File: src/rtl/pipe_ctrl.sv
// Pipeline sequencer: register enables/flushes for load-use, branch flush and data-memory waits.
// Optional lost-cycle counters are built only when PIPE_CTRL_PERF_EN is defined.
module pipe_ctrl #(
  parameter int TIMEOUT_W   = 8,
  parameter int MEM_TIMEOUT = 200,
  parameter int CNT_W       = 32
) (
  input  logic             clk,
  input  logic             reset_n,
  input  logic [4:0]       id_rs1,
  input  logic [4:0]       id_rs2,
  input  logic             id_use_rs1,
  input  logic             id_use_rs2,
  input  logic [4:0]       ex_rd,
  input  logic             ex_mem_read,
  input  logic             ex_branch_taken,
  input  logic             mem_req,
  input  logic             mem_ready,
  output logic             pc_en,
  output logic             ifid_en,
  output logic             idex_en,
  output logic             exmem_en,
  output logic             memwb_en,
  output logic             ifid_flush,
  output logic             idex_flush,
  output logic             memwb_flush,
  output logic             mem_err,
  output logic             busy,
  output logic [CNT_W-1:0] stall_cycles,
  output logic [CNT_W-1:0] flush_events
);

  // state    | meaning
  // RUN      | normal flow; hazards resolved combinationally
  // MEM_WAIT | data-memory access outstanding, pipeline frozen
  // ERR      | memory timeout; frozen until reset
  typedef enum logic [1:0] {
    RUN      = 2'd0,
    MEM_WAIT = 2'd1,
    ERR      = 2'd2
  } state_t;

  localparam logic [TIMEOUT_W-1:0] WAIT_LAST = TIMEOUT_W'(MEM_TIMEOUT - 1);

  state_t               state;
  state_t               state_nxt;
  logic [TIMEOUT_W-1:0] wait_cnt;
  logic                 load_use;
  logic                 freeze;
  logic                 timeout_hit;

  assign load_use = ex_mem_read && (ex_rd != 5'd0) &&
                    ((id_use_rs1 && (id_rs1 == ex_rd)) ||
                     (id_use_rs2 && (id_rs2 == ex_rd)));

  assign timeout_hit = (wait_cnt == WAIT_LAST);

  always_comb begin
    freeze = 1'b1;
    case (state)
      RUN:      freeze = mem_req && !mem_ready;
      MEM_WAIT: freeze = !mem_ready;
      default:  freeze = 1'b1;
    endcase
  end

  always_ff @(posedge clk) begin
    if (!reset_n) state <= RUN;
    else          state <= state_nxt;
  end

  always_comb begin
    state_nxt = state;
    case (state)
      RUN: begin
        if (mem_req && !mem_ready) state_nxt = MEM_WAIT;
      end
      MEM_WAIT: begin
        if (mem_ready)        state_nxt = RUN;
        else if (timeout_hit) state_nxt = ERR;
      end
      default: state_nxt = ERR;
    endcase
  end

  // Release cycle of a wait falls through to branch/load-use using the held EX/ID contents.
  always_comb begin
    pc_en       = 1'b1;
    ifid_en     = 1'b1;
    idex_en     = 1'b1;
    exmem_en    = 1'b1;
    memwb_en    = 1'b1;
    ifid_flush  = 1'b0;
    idex_flush  = 1'b0;
    memwb_flush = 1'b0;
    busy        = (state == MEM_WAIT);
    if (!reset_n) begin
      pc_en       = 1'b0;
      ifid_en     = 1'b0;
      idex_en     = 1'b0;
      exmem_en    = 1'b0;
      memwb_en    = 1'b0;
      ifid_flush  = 1'b1;
      idex_flush  = 1'b1;
      memwb_flush = 1'b1;
    end else if (freeze) begin
      pc_en       = 1'b0;
      ifid_en     = 1'b0;
      idex_en     = 1'b0;
      exmem_en    = 1'b0;
      memwb_en    = 1'b0;
      memwb_flush = 1'b1;
    end else if (ex_branch_taken) begin
      ifid_flush = 1'b1;
      idex_flush = 1'b1;
    end else if (load_use) begin
      pc_en      = 1'b0;
      ifid_en    = 1'b0;
      idex_flush = 1'b1;
    end
  end

  // Counter sits at 0 outside MEM_WAIT, so every wait starts from a cleared count.
  always_ff @(posedge clk) begin
    if (!reset_n) begin
      wait_cnt <= '0;
    end else if (state != MEM_WAIT) begin
      wait_cnt <= '0;
    end else if (!mem_ready && !timeout_hit) begin
      wait_cnt <= wait_cnt + 1'b1;
    end
  end

  always_ff @(posedge clk) begin
    if (!reset_n) begin
      mem_err <= 1'b0;
    end else if ((state == MEM_WAIT) && !mem_ready && timeout_hit) begin
      mem_err <= 1'b1;
    end
  end

`ifdef PIPE_CTRL_PERF_EN
  logic             branch_flush;
  logic [CNT_W-1:0] stall_q;
  logic [CNT_W-1:0] flush_q;

  assign branch_flush = !freeze && ex_branch_taken;

  always_ff @(posedge clk) begin
    if (!reset_n) begin
      stall_q <= '0;
      flush_q <= '0;
    end else begin
      if (!pc_en && (stall_q != {CNT_W{1'b1}}))       stall_q <= stall_q + 1'b1;
      if (branch_flush && (flush_q != {CNT_W{1'b1}})) flush_q <= flush_q + 1'b1;
    end
  end

  assign stall_cycles = stall_q;
  assign flush_events = flush_q;
`else
  assign stall_cycles = '0;
  assign flush_events = '0;
`endif

endmodule

File: config.mk
export PLATFORM = sky130hd
export DESIGN_NAME = pipe_ctrl
export DESIGN_NICKNAME = d
export VERILOG_FILES = /design/src/rtl/pipe_ctrl.sv
export SDC_FILE = /design/constraint.sdc
export NUM_CORES = 1
export LEC_CHECK = 0
export ABC_CLOCK_PERIOD_IN_PS = 4900
export BUFFER_PORTS_ARGS = -buffer_cell sky130_fd_sc_hd__buf_2
export CORE_AREA = 3 3 67 69
export CTS_CLUSTER_SIZE = 12
export DETAILED_ROUTE_END_ITERATION = 8
export DIE_AREA = 0 0 70 72
export RECOVER_POWER = 50
export SETUP_SLACK_MARGIN = 0.05
export SLEW_MARGIN = 25
export SYNTH_ARGS = -nofsm -noshare
export SYNTH_HDL_FRONTEND = slang
export SYNTH_SLANG_ARGS = --single-unit
File: constraint.sdc
create_clock -name clk -period 4.9 [get_ports clk]
set_clock_uncertainty 0.1 [all_clocks]
set_input_delay 0.98 -clock clk [delete_from_list [all_inputs] [get_ports clk]]
set_output_delay 0.98 -clock clk [all_outputs]
set_load 0.005 [all_outputs]
==> summary.txt, run 1 <==
Routing
  • Routed vias/inst: around 3.6
  • Total wire length: 2.019 mm
  • DR vias: 806
  • Pre-antenna DRT Iters: 3
  • Final antenna-violating net count: 0
  • Drt wl/cell: 8.934 um
  • DR DRC count: 0
  • Initial drt markers: 15

Timing
  • Minimum clock period: ~3.3 ns
  • Setup violators final: 0
  • RSZ-0062 raised after global routing: no
  • Fmax: ~300 MHz
  • Worst Setup Slack, final: 1.612 ns
  • Max-slew violations: 0
  • Setup_tns: 0 ns
  • Final worst-path cycle share: 0.6710
  • Fin Hold WS: about 0.35 ns
  • Final Hold Fails: 0

Yosys
  • Synth top area share: 0.4281
  • EDFF count, synth: 0
  • Most numerous cell in the Yosys netlist: buf_4
  • Seq cells post-synth: 11
  • Synth warn: 0
  • Mapped Avg Cell Area: 8.159 um2
  • Post-Synthesis Cell Area: around 0.0012 mm2
  • Main synth FF type: dfxtp_1
  • Post-Syn Instances: 144
  • Netlist cell types: 33
  • Sequential-to-total area share from yosys stat: 0.1874
  • Synth area leader: buf_4
  • Synth top cells by count: 67 x buf_4, 12 x xor2_1, 11 x dfxtp_1
  • Synth top area cells: buf_4 43%, dfxtp_1 19%, xor2_1 8.9%
  • Async SR Flop Fraction: 0

Floorplan
  • Number of top-level pins: 97
  • Die Height: 72 um
  • DIE AREA: 0.005040 mm2
  • Die W: 70 um
  • Area of the core: 0.003971 mm2
  • Num rows: 23
  • Initial Utilization: 0.2958

Clock tree
  • Clock transition at the registers of the reported paths: 0.05 ns
  • Hold_buf cts: 0
  • Clk root buf: clkbuf_8
  • CTS resizes: 0
  • Number of H-tree levels: 1
  • TritonCTS Buffers: 3
  • Postcts setup bufs: 0
  • Clk sink count: 11
  • CTS tree: done
  • Clock Path Buffers: 2
  • Skew-Pair Late Insertion Delay: between 0.2 and 0.25 ns

Critical path
  • CP max stage delay: 0.38 ns
  • Crit-path most repeated cell: buf_2
  • Critical path class: input port to primary output
  • Worst path slowest cell: o311a_1
  • Startpoint class of the critical path: input port
  • Critical path data arrival time: between 2 and 2.5 ns
  • Worst r2r src: wait_cnt[0]
  • Path depth of the worst reg2reg path: 4
  • Worst setup EP type: primary output
  • Crit Path Max Fanout: 3
  • R2R Setup Slk: 3.26 ns
  • Reg2reg end: state[0]
  • CP cell instances: buf_2 -> xor2_1 -> nor4_1 -> a32oi_1 -> o311a_1 -> buf_2
  • CP required: 3.82 ns

Cells and area
  • Antenna diodes: 0
  • Final instance area: 0.001169 mm2
  • Multi-input logic area: 659.4 um2
  • Final Non-Filler Cells: between 200 and 250
  • Fillcell total: approximately 460
  • Post-layout util: 0.2943
  • Register area: 220.2 um2
  • Nets: 201
  • Area delta synth->final: -0.5326%
  • Layout cell share with drive strength beyond 1: 0.1989

GRT
  • Vias in the first global route: 682
  • Gr usage total: 0.07388
  • GR Overflow Total: 0
  • First-pass GRT wire length: 2.967 mm
  • Initial antenna violation count: 0
  • Largest net degree at the start of global routing: 9

Worst hold path
  • WHS Endpoint: mem_err
  • Hold Path Depth: 1
  • Hold path start: mem_err
  • Hold Path Class: flip-flop to flip-flop

Job
  • Max cap viols: 0

Place
  • Dpl cells: 222
  • Port Buf Inserts: 32
  • DP Worst Slack: between 1.5 and 2 ns
  • Placer Congestion: 0.7905
  • Placed Area: 0.001131 mm2
  • HPWL Detailed: 1.754 mm

Power and ir drop
  • Leakage Power: just over 0.6 nW
  • Peak VDD IR: 56.40 uV
  • Pwr Density: a little under 200 mW/mm2
  • Pwr Total: 0.2284 mW

Run status
  • Status: finished clean
## layout make-up
type | instances | area share
inverters | 6 | 0.01927
multi-input cells | 123 | 0.5642
repair buffers | 32 | 0.1360
clock buffers | 4 | 0.03854
well taps | 50 | 0.05353
flip-flops and latches | 11 | 0.1884
## how the worst max path moves through the flow
stage                          from    endpoint  cells past startpoint  slack [ns]
final                      ex_rd[2]       pc_en                      6        1.61
after global routing      mem_ready  idex_flush                      6        1.47
after CTS                  ex_rd[2]       pc_en                      6        1.61
after detailed placement   ex_rd[2]     ifid_en                      6        1.61
after global placement     ex_rd[1]     ifid_en                      5        1.63
after floorplan            ex_rd[3]       pc_en                      5        1.80
## kinds of logic (layout without fill, tap and decap cells)
kind of cell	after synthesis	in the layout	share of synthesized area
AOI/OAI and AO/OA	13	13	0.08201
xor gates and xnor gates	16	16	0.1193
adders and majority gates	1	1	0.01065
buffers and inverters	73	42	0.4473
DFF	11	11	0.1874
muxes	1	1	0.008520
other	1	64	0.003192
and+or+nand+nor	28	28	0.1417
## layout by cell type, fill, tap and decap left out
| cell | instances |
|---|---|
| a2111oi_0 | 1 |
| a211o_1 | 1 |
| a21oi_1 | 3 |
| a31oi_1 | 1 |
| a32oi_1 | 1 |
| and2_0 | 2 |
| and3_1 | 2 |
| and4_1 | 1 |
| and4b_1 | 2 |
| buf_2 | 31 |
| clkbuf_1 | 2 |
| clkbuf_8 | 3 |
| conb_1 | 64 |
| dfxtp_1 | 11 |
| ha_1 | 1 |
| inv_1 | 6 |
| mux2i_1 | 1 |
| nand2_1 | 2 |
| nand3_1 | 3 |
| nand3b_1 | 1 |
| nand4_1 | 1 |
| nor2_1 | 8 |
| nor2b_1 | 2 |
| nor3b_1 | 1 |
| nor4_1 | 1 |
| nor4_2 | 1 |
| o21a_1 | 1 |
| o21ai_0 | 2 |
| o21bai_1 | 1 |
| o311a_1 | 1 |
| o31ai_1 | 1 |
| or4_1 | 1 |
| xnor2_1 | 4 |
| xor2_1 | 12 |
## where the power goes
| part | switching (mW) | internal, mW | total, mW | leakage [nW] |
|---|---|---|---|---|
| sequential | 0.000535 | 0.0902 | 0.0907 | 0.0888 |
| combinational | 0.0287 | 0.0170 | 0.0458 | 0.505 |
| clock | 0.0347 | 0.0572 | 0.0919 | 0.0228 |
| total | 0.0640 | 0.164 | 0.228 | 0.616 |
## critical path: cells and delay by family
kind	cells	cell delay, ns
compound gates	2	0.50
simple gates	1	0.31
buf+inv	2	0.26
xor+xnor	1	0.16
## state kept, by name, indices dropped and copies added (netlist names)
name / flops
mem_err: 1
state: 2
wait_cnt: 8
## metal layers
metal / track usage / vias to the layer above / part of all wire
met2: 0.1154 / 51 / 0.48
li1: - / 402 / -
met5: 0 / - / 0
met3: 0.03463 / 5 / 0.12
met4: 0.04043 / 0 / 0.010
met1: 0.08375 / 348 / 0.39
Power figures use the tool's default switching activity.
==> run 2: changes to the inputs <==
--- a/config.mk
+++ b/config.mk
@@ -5,12 +5,13 @@
 export SDC_FILE = /design/constraint.sdc
 export NUM_CORES = 1
 export LEC_CHECK = 0
-export ABC_CLOCK_PERIOD_IN_PS = 4900
+export ABC_CLOCK_PERIOD_IN_PS = 2990
 export BUFFER_PORTS_ARGS = -buffer_cell sky130_fd_sc_hd__buf_2
 export CORE_AREA = 3 3 67 69
 export CTS_CLUSTER_SIZE = 12
 export DETAILED_ROUTE_END_ITERATION = 8
 export DIE_AREA = 0 0 70 72
+export PLACE_DENSITY = 0.66
 export RECOVER_POWER = 50
 export SETUP_SLACK_MARGIN = 0.05
 export SLEW_MARGIN = 25
==> constraint.sdc (replaced) <==
create_clock -name clk -period 2.99 [get_ports clk]
set_clock_uncertainty 0.1 [all_clocks]
set_input_delay 0.598 -clock clk [delete_from_list [all_inputs] [get_ports clk]]
set_output_delay 0.598 -clock clk [all_outputs]
set_load 0.005 [all_outputs]
==> summary.txt, run 2 (same netlist as run 1, synthesis figures left out) <==
Run status
  • Status: finished clean

GRT
  • GR Overflow Total: 0
  • Largest net degree at the start of global routing: 9
  • Vias in the first global route: 693
  • Initial antenna violation count: 0
  • First-pass GRT wire length: 3.132 mm
  • Gr usage total: 0.07739

Cells and area
  • Max reg flops: 8
  • Final Non-Filler Cells: approximately 230
  • Commonest non-fill, non-tap cell in the layout: conb_1
  • Top flop regs: wait_cnt x8, state x2, mem_err x1
  • Most frequent cells in the layout: 64 x conb_1, 30 x buf_2, 12 x xor2_1
  • Area delta synth->final: -0.6390%
  • Antenna diodes: 0
  • Final instance area: 0.001167 mm2
  • Nets: 201
  • Top reg by flops: wait_cnt
  • Fillcell total: between 400 and 500
  • Layout cell share with drive strength beyond 1: 0.1932

Critical path
  • Worst path slowest cell: o311a_1
  • Worst setup EP type: primary output
  • Crit Path Max Fanout: 3
  • CP max stage delay: 0.35 ns
  • CP cell instances: buf_2 -> xor2_1 -> nor4_2 -> a32oi_1 -> o311a_1 -> buf_2
  • Critical path class: input port to primary output
  • Crit-path most repeated cell: buf_2
  • Critical path data arrival time: ~1.8 ns
  • CP required: 2.29 ns
  • Startpoint class of the critical path: input port

Floorplan
  • Area of the core: 0.003971 mm2
  • DIE AREA: 0.005040 mm2
  • Num rows: 23
  • Number of top-level pins: 97
  • Die Height: 72 um
  • Initial Utilization: 0.2958
  • Die W: approximately 70 um

Routing
  • Drt wl/cell: 9.142 um
  • Pre-antenna DRT Iters: 4
  • Total wire length: 2.066 mm
  • Routed vias/inst: 3.580
  • Initial drt markers: 32
  • DR DRC count: 0
  • DR vias: 809
  • Final antenna-violating net count: 0

Timing
  • Final worst-path cycle share: 0.8215
  • Fin Hold WS: 0.3676 ns
  • Worst Setup Slack, final: 0.5337 ns
  • Setup violators final: 0
  • Minimum clock period: 2.456 ns
  • RSZ-0062 raised after global routing: no
  • Fmax: 407.1 MHz
  • Max-slew violations: 0
  • Setup_tns: 0 ns
  • Final Hold Fails: 0

Job
  • Max cap viols: 0

Place
  • HPWL Detailed: 1.778 mm
  • Placed Area: 0.001131 mm2
  • Port Buf Inserts: 32
  • Dpl cells: 222
  • Placer Congestion: about 0.76
  • DP Worst Slack: about 0.53 ns

Clock tree
  • CTS resizes: 0
  • Hold_buf cts: 0
  • Clk root buf: clkbuf_8
  • Number of H-tree levels: 1
  • Skew-Pair Late Insertion Delay: 0.23 ns
  • TritonCTS Buffers: 3
  • CTS tree: done
  • Clk sink count: 11
  • Clock Path Buffers: 2
  • Clock transition at the registers of the reported paths: 0.05 ns
  • Postcts setup bufs: 0

Power and ir drop
  • Leakage Power: approximately 0.61 nW
  • Pwr Density: 317.8 mW/mm2
  • Peak VDD IR: ~140 uV

Worst hold path
  • Hold Path Class: flip-flop to flip-flop
==> run 2: cell count changes in the layout (fill, tap and decap cells not counted), sizes merged <==
cell,change
clkbuf,+1
buf,-1
==> run 2: power by group <==
part	switching (mW)	internal, mW	total [mW]
sequential	0.000848	0.148	0.149
combinational	0.0472	0.0279	0.0752
clock	0.0536	0.0934	0.147
==> run 2: layout make-up <==
| type | instances | area (um2) | area share |
|---|---|---|---|
| Clock buffer | 4 | 45.04 | 0.03859 |
| Multi-Input combinational cell | 123 | 659.4 | 0.5648 |
| Timing Repair Buffer | 32 | 157.7 | 0.1350 |
| Inverter | 6 | 22.52 | 0.01929 |
| Tap cell | 50 | 62.56 | 0.05359 |
| Sequential cell | 11 | 220.2 | 0.1886 |
==> run 2: metrics by stage <==
step | util | total power [mW]
2_1_floorplan | - | 0.2593
3_3_place_gp | 0.2848 | 0.2258
3_5_place_dp | 0.2848 | 0.2263
4_1_cts | 0.2962 | 0.3759
5_1_grt | 0.2940 | 0.3963
6_report | 0.2940 | 0.3710
==> run 2: worst max-delay path, delay by kind of cell <==
family | cells | cell delay (ns)
AOI/OAI and AO/OA | 2 | 0.50
and+or+nand+nor | 1 | 0.25
xor gates and xnor gates | 1 | 0.16
buffers and inverters | 2 | 0.25
==> run 2: final timing paths <==
| path | start | to | slack, ns | cells past startpoint |
|---|---|---|---|---|
| worst max-delay path | ex_rd[3] | pc_en | 0.53 | 6 |
| worst min-delay path | mem_err | mem_err | 0.37 | 1 |
| worst max register to register | wait_cnt[0] | wait_cnt[1] | 1.36 | 5 |
| worst min register to register | mem_err | mem_err | 0.37 | 1 |
==> run 2: routing by layer <==
| metal | GRT usage | part of all wire | vias up |
|---|---|---|---|
| met5 | 0 | 0 | - |
| met2 | 0.1196 | 0.48 | 50 |
| met1 | 0.09472 | 0.40 | 349 |
| li1 | - | - | 408 |
| met3 | 0.02632 | 0.11 | 2 |
| met4 | 0.04255 | 0.017 | 0 |
==> run 3: changes to the inputs <==
--- a/config.mk
+++ b/config.mk
@@ -5,13 +5,13 @@
 export SDC_FILE = /design/constraint.sdc
 export NUM_CORES = 1
 export LEC_CHECK = 0
-export ABC_CLOCK_PERIOD_IN_PS = 2990
+export ABC_AREA = 1
+export ABC_CLOCK_PERIOD_IN_PS = 2250
 export BUFFER_PORTS_ARGS = -buffer_cell sky130_fd_sc_hd__buf_2
-export CORE_AREA = 3 3 67 69
+export CORE_AREA = 3 3 72 74
 export CTS_CLUSTER_SIZE = 12
 export DETAILED_ROUTE_END_ITERATION = 8
-export DIE_AREA = 0 0 70 72
-export PLACE_DENSITY = 0.66
+export DIE_AREA = 0 0 75 77
 export RECOVER_POWER = 50
 export SETUP_SLACK_MARGIN = 0.05
 export SLEW_MARGIN = 25
==> constraint.sdc (replaced) <==
create_clock -name clk -period 2.25 [get_ports clk]
set_clock_uncertainty 0.1 [all_clocks]
set_input_delay 0.45 -clock clk [delete_from_list [all_inputs] [get_ports clk]]
set_output_delay 0.45 -clock clk [all_outputs]
set_load 0.005 [all_outputs]
==> summary.txt, run 3 <==
Clock tree
  • CTS tree: done
  • TritonCTS Buffers: 3
  • Number of H-tree levels: 1
  • Clk sink count: 11
  • Clk root buf: clkbuf_8
  • Clock Path Buffers: 2
  • Skew-Pair Late Insertion Delay: 0.24 ns
  • Clock transition at the registers of the reported paths: 0.05 ns

Routing
  • Drt wl/cell: 7.944 um
  • Total wire length: 2.423 mm
  • Initial drt markers: 110
  • Final antenna-violating net count: 0
  • Routed vias/inst: 3.672
  • Pre-antenna DRT Iters: 4
  • DR vias: 1,120
  • DR DRC count: 0

Floorplan
  • Die Height: 77 um
  • Die W: 75 um
  • DIE AREA: 0.005775 mm2
  • Area of the core: roughly 0.0047 mm2
  • Initial Utilization: 0.2907
  • Number of top-level pins: 97
  • Num rows: 25

GRT
  • Gr usage total: 0.07498
  • GR Overflow Total: 0
  • First-pass GRT wire length: 3.415 mm
  • Largest net degree at the start of global routing: 12
  • Vias in the first global route: 843
  • Initial antenna violation count: 0

Timing
  • Worst slew margin: 0.5292
  • Setup_tns: 0 ns
  • Final Hold Fails: 0
  • Minimum clock period: 1.976 ns
  • Fin Hold WS: around 0.33 ns
  • RSZ-0062 raised after global routing: no
  • Final worst-path cycle share: 0.8780
  • Max-slew violations: 0
  • Fmax: 506.2 MHz
  • Tightest Pin Transition: 0.7036 ns
  • Setup violators final: 0

Run status
  • Status: finished clean

Yosys
  • Synth warn: 0
  • Post-Syn Instances: 220
  • Sequential-to-total area share from yosys stat: 0.1625
  • Synth top cells by count: 67 x buf_4, 57 x nand2_1, 31 x inv_1
  • Seq cells post-synth: 11
  • Post-Synthesis Cell Area: between 0.001 and 0.0015 mm2
  • Mapped Avg Cell Area: just over 6 um2
  • Async SR Flop Fraction: 0
  • Netlist cell types: 21
  • Synth top area cells: buf_4 37%, dfxtp_1 16%, nand2_1 16%
  • Synth top area share: 0.3712
  • EDFF count, synth: 0
  • Main synth FF type: dfxtp_1
  • Most numerous cell in the Yosys netlist: buf_4
  • Synth area leader: buf_4

Cells and area
  • Top flop regs: wait_cnt x8, state x2, mem_err x1
  • Top reg by flops: wait_cnt
  • Area delta synth->final: -1.385%
  • Antenna diodes: 0
  • Nets: 276
  • Final Non-Filler Cells: 305
  • Commonest non-fill, non-tap cell in the layout: conb_1
  • Most frequent cells in the layout: 64 x conb_1, 57 x nand2_1, 32 x inv_1
  • Layout cell share with drive strength beyond 1: 0.1514
  • Max reg flops: 8

Critical path
  • CP required: 1.70 ns
  • Crit Path Max Fanout: 5
  • CP bufs+invs: 4
  • R2R Setup Slk: roughly 0.30 ns
  • Critical path class: flip-flop to primary output
  • Worst setup EP type: primary output
  • Critical path data arrival time: 1.43 ns
  • CP max stage delay: 0.31 ns
  • CP cell instances: inv_1 -> nand2_1 -> o21ai_1 -> inv_1 -> nor2_2 -> nand2_1 -> inv_1 -> buf_2
  • Startpoint class of the critical path: flip-flop
  • Top Family by Delay on Critical Path: simple AND/OR/NAND/NOR gates
  • Worst path slowest cell: dfxtp_1
  • Crit-path most repeated cell: inv_1

Place
  • Dpl cells: 301
  • Placer Congestion: 0.7644
  • HPWL Detailed: roughly 2.1 mm
  • Port Buf Inserts: 32

Power and ir drop
  • Leakage Power: a little under 0.8 nW
  • Pwr Density: 389.2 mW/mm2
  • Peak VDD IR: 130.5 uV

Worst hold path
  • Hold Path Class: input port to flip-flop

Job
  • Max cap viols: 0
==> run 3: cell count changes in the layout (fill, tap and decap cells not counted), sizes merged, moves of 4 or more <==
cell / change
nand2: +55
inv: +27
nor2: +10
xor2: -9
nand3: +7
a21oi: +5
nor3: +4
xnor2: -4
==> run 3: final cells by class <==
| cell class | instances | area, um2 |
|---|---|---|
| Clock buffer | 4 | 45.04 |
| Sequential cell | 11 | 220.2 |
| Timing Repair Buffer | 32 | 157.7 |
| Multi-Input combinational cell | 171 | 721.9 |
| Fill cell | 540 | 3324 |
| Inverter | 33 | 123.9 |
| Tap cell | 54 | 67.56 |
==> run 3: worst paths after layout <==
path / start / endpoint / depth (start not counted)
setup / recovery: state[1] / pc_en / 8
hold / removal: reset_n / state[0] / 2
setup reg to reg: wait_cnt[0] / wait_cnt[7] / 7
hold reg to reg: mem_err / mem_err / 2
==> run 3: cell families after synthesis <==
kind of cell / after synthesis / share of synthesized area
AO/OA/AOI/OAI: 12 / 0.04617
XOR/XNOR: 3 / 0.01939
adder cells (fa/ha/maj): 1 / 0.009232
buffers and inverters: 101 / 0.4709
flip-flops: 11 / 0.1625
other: 1 / 0.002767
AND/OR/NAND/NOR: 91 / 0.2890
==> run 3: where the power goes <==
group	leakage [nW]	total [mW]	switching [mW]	internal [mW]
Clock	0.0228	0.203	0.0779	0.125
Combinational	0.683	0.119	0.0796	0.0398
Sequential	0.0888	0.198	0.00130	0.197
Total	0.795	0.520	0.159	0.361
==> run 3: per-layer routing <==
layer	GRT usage	up-vias	wire length (um)
met2	0.1254	59	1147
met4	0.04270	0	51
met5	0	-	0
met1	0.08668	463	979
met3	0.01311	6	244
li1	-	592	-
==> run 3: timing repair <==
item                                    CTS  global route
hold buffers                              0             0
resized for setup                         0             1
setup buffers                             0             0
endpoints found under the setup margin    0             3
==> run 3: through the flow <==
step	cell area (um2)	worst slack (ns)	power, mW	utilization
after floorplan	1592	0.4318	0.3622	-
after global placement	1305	0.2906	0.3187	0.2800
after detailed placement	1305	0.2079	0.3192	0.2800
after CTS	1350	0.1649	0.5200	0.2897
after global routing	1336	0.06098	0.5546	0.2867
final	1336	0.2744	0.5201	0.2867
==> run 3: worst register-to-register path, delay by kind of cell (launching register included) <==
kind | cells | cell delay [ns]
flip-flops | 1 | 0.33
AO/OA/AOI/OAI | 1 | 0.07
adder cells (fa/ha/maj) | 1 | 0.24
AND/OR/NAND/NOR | 4 | 0.84
buffers and inverters | 1 | 0.26
